--- src/rtl/arb_mux.sv ---
// Registered N-channel multiplexer with per-channel valid/ready handshakes.
// A channel is picked by an explicit select or by round-robin arbitration.
module arb_mux #(
    parameter  int WIDTH    = 32,
    parameter  int CHANNELS = 4,
    localparam int SEL_W    = (CHANNELS <= 2) ? 1 : $clog2(CHANNELS)
) (
    input  logic                        clk,
    input  logic                        rst,
    input  logic                        mode,
    input  logic [SEL_W-1:0]            sel,
    input  logic [CHANNELS*WIDTH-1:0]   in_data,
    input  logic [CHANNELS-1:0]         in_valid,
    output logic [CHANNELS-1:0]         in_ready,
    output logic [WIDTH-1:0]            out_data,
    output logic [SEL_W-1:0]            out_chan,
    output logic                        out_valid,
    input  logic                        out_ready
);

    logic [WIDTH-1:0] r_out_data;
    logic [SEL_W-1:0] r_out_chan;
    logic             r_out_valid;
    logic [SEL_W-1:0] r_rr_ptr;

    logic             w_can_load;
    logic             w_sel_ok;
    logic             w_rr_found;
    logic [SEL_W-1:0] w_rr_grant;
    logic [SEL_W-1:0] w_grant;
    logic             w_have_grant;
    logic             w_xfer;
    logic [SEL_W-1:0] w_rr_next;

    assign w_can_load = !r_out_valid || out_ready;
    assign w_sel_ok   = int'(sel) < CHANNELS;

    // Round-robin search: first valid channel at or after r_rr_ptr, wrapping.
    // NOTE: every output of a combinational block gets a default before any
    // conditional assignment, otherwise synthesis infers a latch.
    always_comb begin
        w_rr_found = 1'b0;
        w_rr_grant = '0;
        for (int k = 0; k < CHANNELS; k++) begin
            int idx;
            idx = int'(r_rr_ptr) + k;
            if (idx >= CHANNELS) idx = idx - CHANNELS;
            if (!w_rr_found && in_valid[idx]) begin
                w_rr_found = 1'b1;
                w_rr_grant = SEL_W'(idx);
            end
        end
    end

    assign w_grant      = mode ? w_rr_grant : sel;
    assign w_have_grant = mode ? w_rr_found : w_sel_ok;
    assign w_xfer       = w_have_grant && w_can_load && in_valid[w_grant];
    assign w_rr_next    = (int'(w_grant) == CHANNELS - 1) ? '0 : w_grant + 1'b1;

    always_comb begin
        in_ready = '0;
        if (w_have_grant && w_can_load) in_ready[w_grant] = 1'b1;
    end

    // NOTE: clocked state uses non-blocking assignments so every flop samples
    // pre-edge values regardless of statement order.
    always_ff @(posedge clk or negedge rst) begin
        if (!rst) begin
            r_out_data  <= '0;
            r_out_chan  <= '0;
            r_out_valid <= 1'b0;
            r_rr_ptr    <= '0;
        end else if (w_xfer) begin
            r_out_data  <= in_data[int'(w_grant)*WIDTH +: WIDTH];
            r_out_chan  <= w_grant;
            r_out_valid <= 1'b1;
            if (mode) r_rr_ptr <= w_rr_next;
        end else if (out_ready) begin
            r_out_valid <= 1'b0;
        end
    end

    assign out_data  = r_out_data;
    assign out_chan  = r_out_chan;
    assign out_valid = r_out_valid;

endmodule

--- config.mk ---
export PLATFORM = sky130hd
export DESIGN_NAME = arb_mux
export DESIGN_NICKNAME = d
export VERILOG_FILES = /design/src/rtl/arb_mux.sv
export SDC_FILE = /design/constraint.sdc
export NUM_CORES = 1
export LEC_CHECK = 0
export CAP_MARGIN = 20
export CORE_ASPECT_RATIO = 0.8
export CORE_UTILIZATION = 55
export DETAILED_ROUTE_END_ITERATION = 16
export DONT_BUFFER_PORTS = 1
export PLACE_DENSITY_LB_ADDON = 0.15
export SYNTH_ARGS = -nofsm -noshare
export SYNTH_HDL_FRONTEND = slang
export SYNTH_SLANG_ARGS = --single-unit
export TNS_END_PERCENT = 50
--- constraint.sdc ---
create_clock -name clk -period 3.15 [get_ports clk]
set_input_delay 0.1575 -clock clk [delete_from_list [all_inputs] [get_ports clk]]
set_output_delay 0.1575 -clock clk [all_outputs]
set_load 0.01 [all_outputs]
==> metrics.md <==
| Metric | Value |
|---|---|
| Buffers added on ports | `0` |
| Hold crit path type | `in2reg` |
| Worst Tran Pin Value | `0.5691 ns` |
| Clock root buffer | `clkbuf_8` |
| Ant diodes | `0` |
| Fraction of layout cells with a size suffix above 1 | `0.1097` |
| Synth Area in XOR/XNOR | `0` |
| Vias per cell | `6.340` |
| Crit-path max FO | `19` |
| Mean Syn Cell Area | `around 12 um2` |
| CORE AREA | `0.004707 mm2` |
| Nets@finish | `378` |
| # IOs | `around 180` |
| TritonRoute pass-1 iters | `4` |
| Mapped cell area | `0.002774 mm2` |
| Layout Skew | `0.002559 ns` |
| Rel. slew slack | `0.6206` |
| Global route overflow | `0` |
| Cell Area, Placed | `0.002810 mm2` |
| DP HPWL | `between 4 and 5 mm` |
| Synthesized-area fraction occupied by adder cells | `0.01804` |
| Area contributors post-synth | `mux2i_1 (35%), dfrtp_1 (33%), mux2_1 (12%), mux2_2 (2.8%), buf_2 (2.2%)` |
| Max Slew Vio Count | `0` |
| Final period util | `0.8827` |
| Crit path launch type | `flop` |
| Clock sinks | `37` |
| Yosys Warn Count | `0` |
| Library cells used by synthesis | `33` |
| Mux cell area share after synthesis | `0.5043` |
| Die Wd | `81.40 um` |
| Synth Instances | `239` |
| Critical path required time | `roughly 3 ns` |
| Tmin final | `between 2 and 3 ns` |
| Largest net degree at the start of global routing | `39` |
| F_max | `0.3597 GHz` |
| # setup viols final | `0` |
| Reg2reg path depth | `7` |
| Final hold violation count | `0` |
| Most common library cells after synthesis | `mux2i_1 (97), dfrtp_1 (37), mux2_1 (29)` |
| Max-cap viol count | `0` |
| Crit path kind | `reg2out` |
| Number of flops mapped to enable cells by yosys | `0` |
| Clock-pin slew on the worst setup and hold paths | `0.07 ns` |
| Outcome | `finished, final reports clean` |
| Initial antenna violation count | `0` |
| Die Area | `0.005333 mm2` |
| Storage cell area | `roughly 930 um2` |
| Pwr Density | `approximately 790 mW/mm2` |
| Vias in the first global route | `between 1500 and 2000` |
| Number of H-tree levels | `2` |
| Gr usage total | `0.2177` |
| TritonCTS Buffers | `5` |
| Share of the synthesized area in the top cell type | `0.3500` |
| 1st-iter DRT viols | `about 90` |
| Register area share after synthesis | `0.3338` |
| Routed WL | `5.854 mm` |
| Synth area leader | `mux2i_1` |
| Multi-input gate area | `0.001753 mm2` |
| Leak | `around 1.4 nW` |
| Main flop type after synthesis | `dfrtp_1` |
| Synth Net Count | `roughly 380` |
| Crit path DAT | `2.62 ns` |
| Die H | `65.52 um` |
| Vias | `roughly 1900` |
| Count leader, synth | `mux2i_1` |
| Register bit total from synthesis | `37` |
| Antenna Violating Nets Remaining | `0` |
| Wire per inst | `19.71 um` |
| CTS tree | `done` |
| Hold depth | `2` |
| Ys async rst share | `1.000` |
| Max clock buf depth | `2` |
| Placer Congestion | `0.7185` |
| CP Capture Type | `output port` |
| First-pass GRT wire length | `8.618 mm` |
| # DRC | `0` |
| Compound-Gate Fraction of Synth Area | `0.04511` |
| RSZ-0062 raised after global routing | `false` |
| Initial core utilization | `0.5893` |
| Post-route cell area | `0.002927 mm2` |
| TNS Setup | `0 ns` |
| Simple logic cell fraction of the synthesized area | `0.05548` |
| Fill cells | `374` |
| Post-CTS Resized | `0` |
| Area delta synth->final | `5.503%` |
| Clk_lat worst skew | `0.28 ns` |
| Peak supply drop | `353.8 uV` |
| Main combinational cell family by area after synthesis | `multiplexers` |
| FP Rows | `22` |
| Hold Worst Slack | `roughly 0.080 ns` |
-- report_power, final --
group / leakage [nW] / switching [mW] / internal (mW)
logic: 0.938 / 0.438 / 0.498
registers: 0.434 / 0.323 / 0.721
clock network: 0.0439 / 0.169 / 0.153
-- metal layers --
| layer | part of all wire | routed length, um | GRT usage |
|---|---|---|---|
| met5 | 0 | 0 | 0 |
| met4 | 0.019 | 111 | 0.1004 |
| met3 | 0.085 | 497 | 0.06250 |
| met2 | 0.52 | 3048 | 0.3792 |
| met1 | 0.37 | 2195 | 0.2430 |
-- sequential cells by signal (all words and copies together), names as in the netlist --
signal and count:
r_rr_ptr 2, out_data 32, out_valid 1, out_chan 2
-- layout by cell type, fill, tap and decap left out, types with 2 or more instances in the layout --
cell type	instances
ha_1	4
a21oi_1	6
nor3b_1	2
nor2_1	4
clkinv_2	2
mux2_2	7
nor2b_1	3
clkbuf_8	5
inv_1	3
mux2i_1	97
buf_4	6
nand2_1	5
mux2_1	29
and2_1	5
dfrtp_1	37
nand2b_1	3
-- repair_timing --
item,in CTS,in global routing
endpoints found under the hold margin,37,0
setup buffers,0,0
hold buffers,2,0
-- path summary, 6_finish.rpt --
kind                                           from                        to  slack [ns]
min reg2reg                out_data[11]$_DFFE_PN0P_  out_data[11]$_DFFE_PN0P_        0.57
max                         r_rr_ptr[1]$_DFFE_PN0P_               in_ready[0]        0.37
min                                            mode   r_rr_ptr[0]$_DFFE_PN0P_        0.08
max reg2reg                 r_rr_ptr[1]$_DFFE_PN0P_  out_data[26]$_DFFE_PN0P_        0.55
min in group asynchronous                       rst  out_data[31]$_DFFE_PN0P_        0.37
max in group asynchronous                       rst     out_valid$_DFFE_PN0P_        2.60
-- worst max-delay path, cell delays in order (launching register included) --
cell and delay, ns:
dfrtp_1 0.52, nor3b_1 0.22, o21ai_0 0.20, nand3_1 0.17, a311oi_4 0.37, buf_4 0.37
inv_1 0.11, ha_1 0.20, and2_1 0.17
-- area by class of cell --
cell class,instances,area share
timing repair buffer,8,0.02565
sequential,37,0.3164
clock inverter,3,0.005985
inverter,3,0.003848
tap,60,0.02565
clock buffer,5,0.02351
multi-input combinational,181,0.5990
-- kinds of logic (layout without fill, tap and decap cells) --
family,Yosys count,in the layout
muxes,134,134
DFF,37,37
and+or+nand+nor,27,27
buffers and inverters,21,19
AOI/OAI and AO/OA,16,16
adders and majority gates,4,4
-- metrics by stage --
stage	power (mW)	worst slack, ns	std cells	utilization
after floorplan	1.805	0.8286	239	-
after global placement	1.933	0.6812	287	0.5970
after detailed placement	1.993	0.5813	287	0.5970
after CTS	2.334	0.3578	297	0.6217
after global routing	2.468	0.1792	297	0.6217
final	2.302	0.3695	297	0.6217
Power figures use the tool's default switching activity.
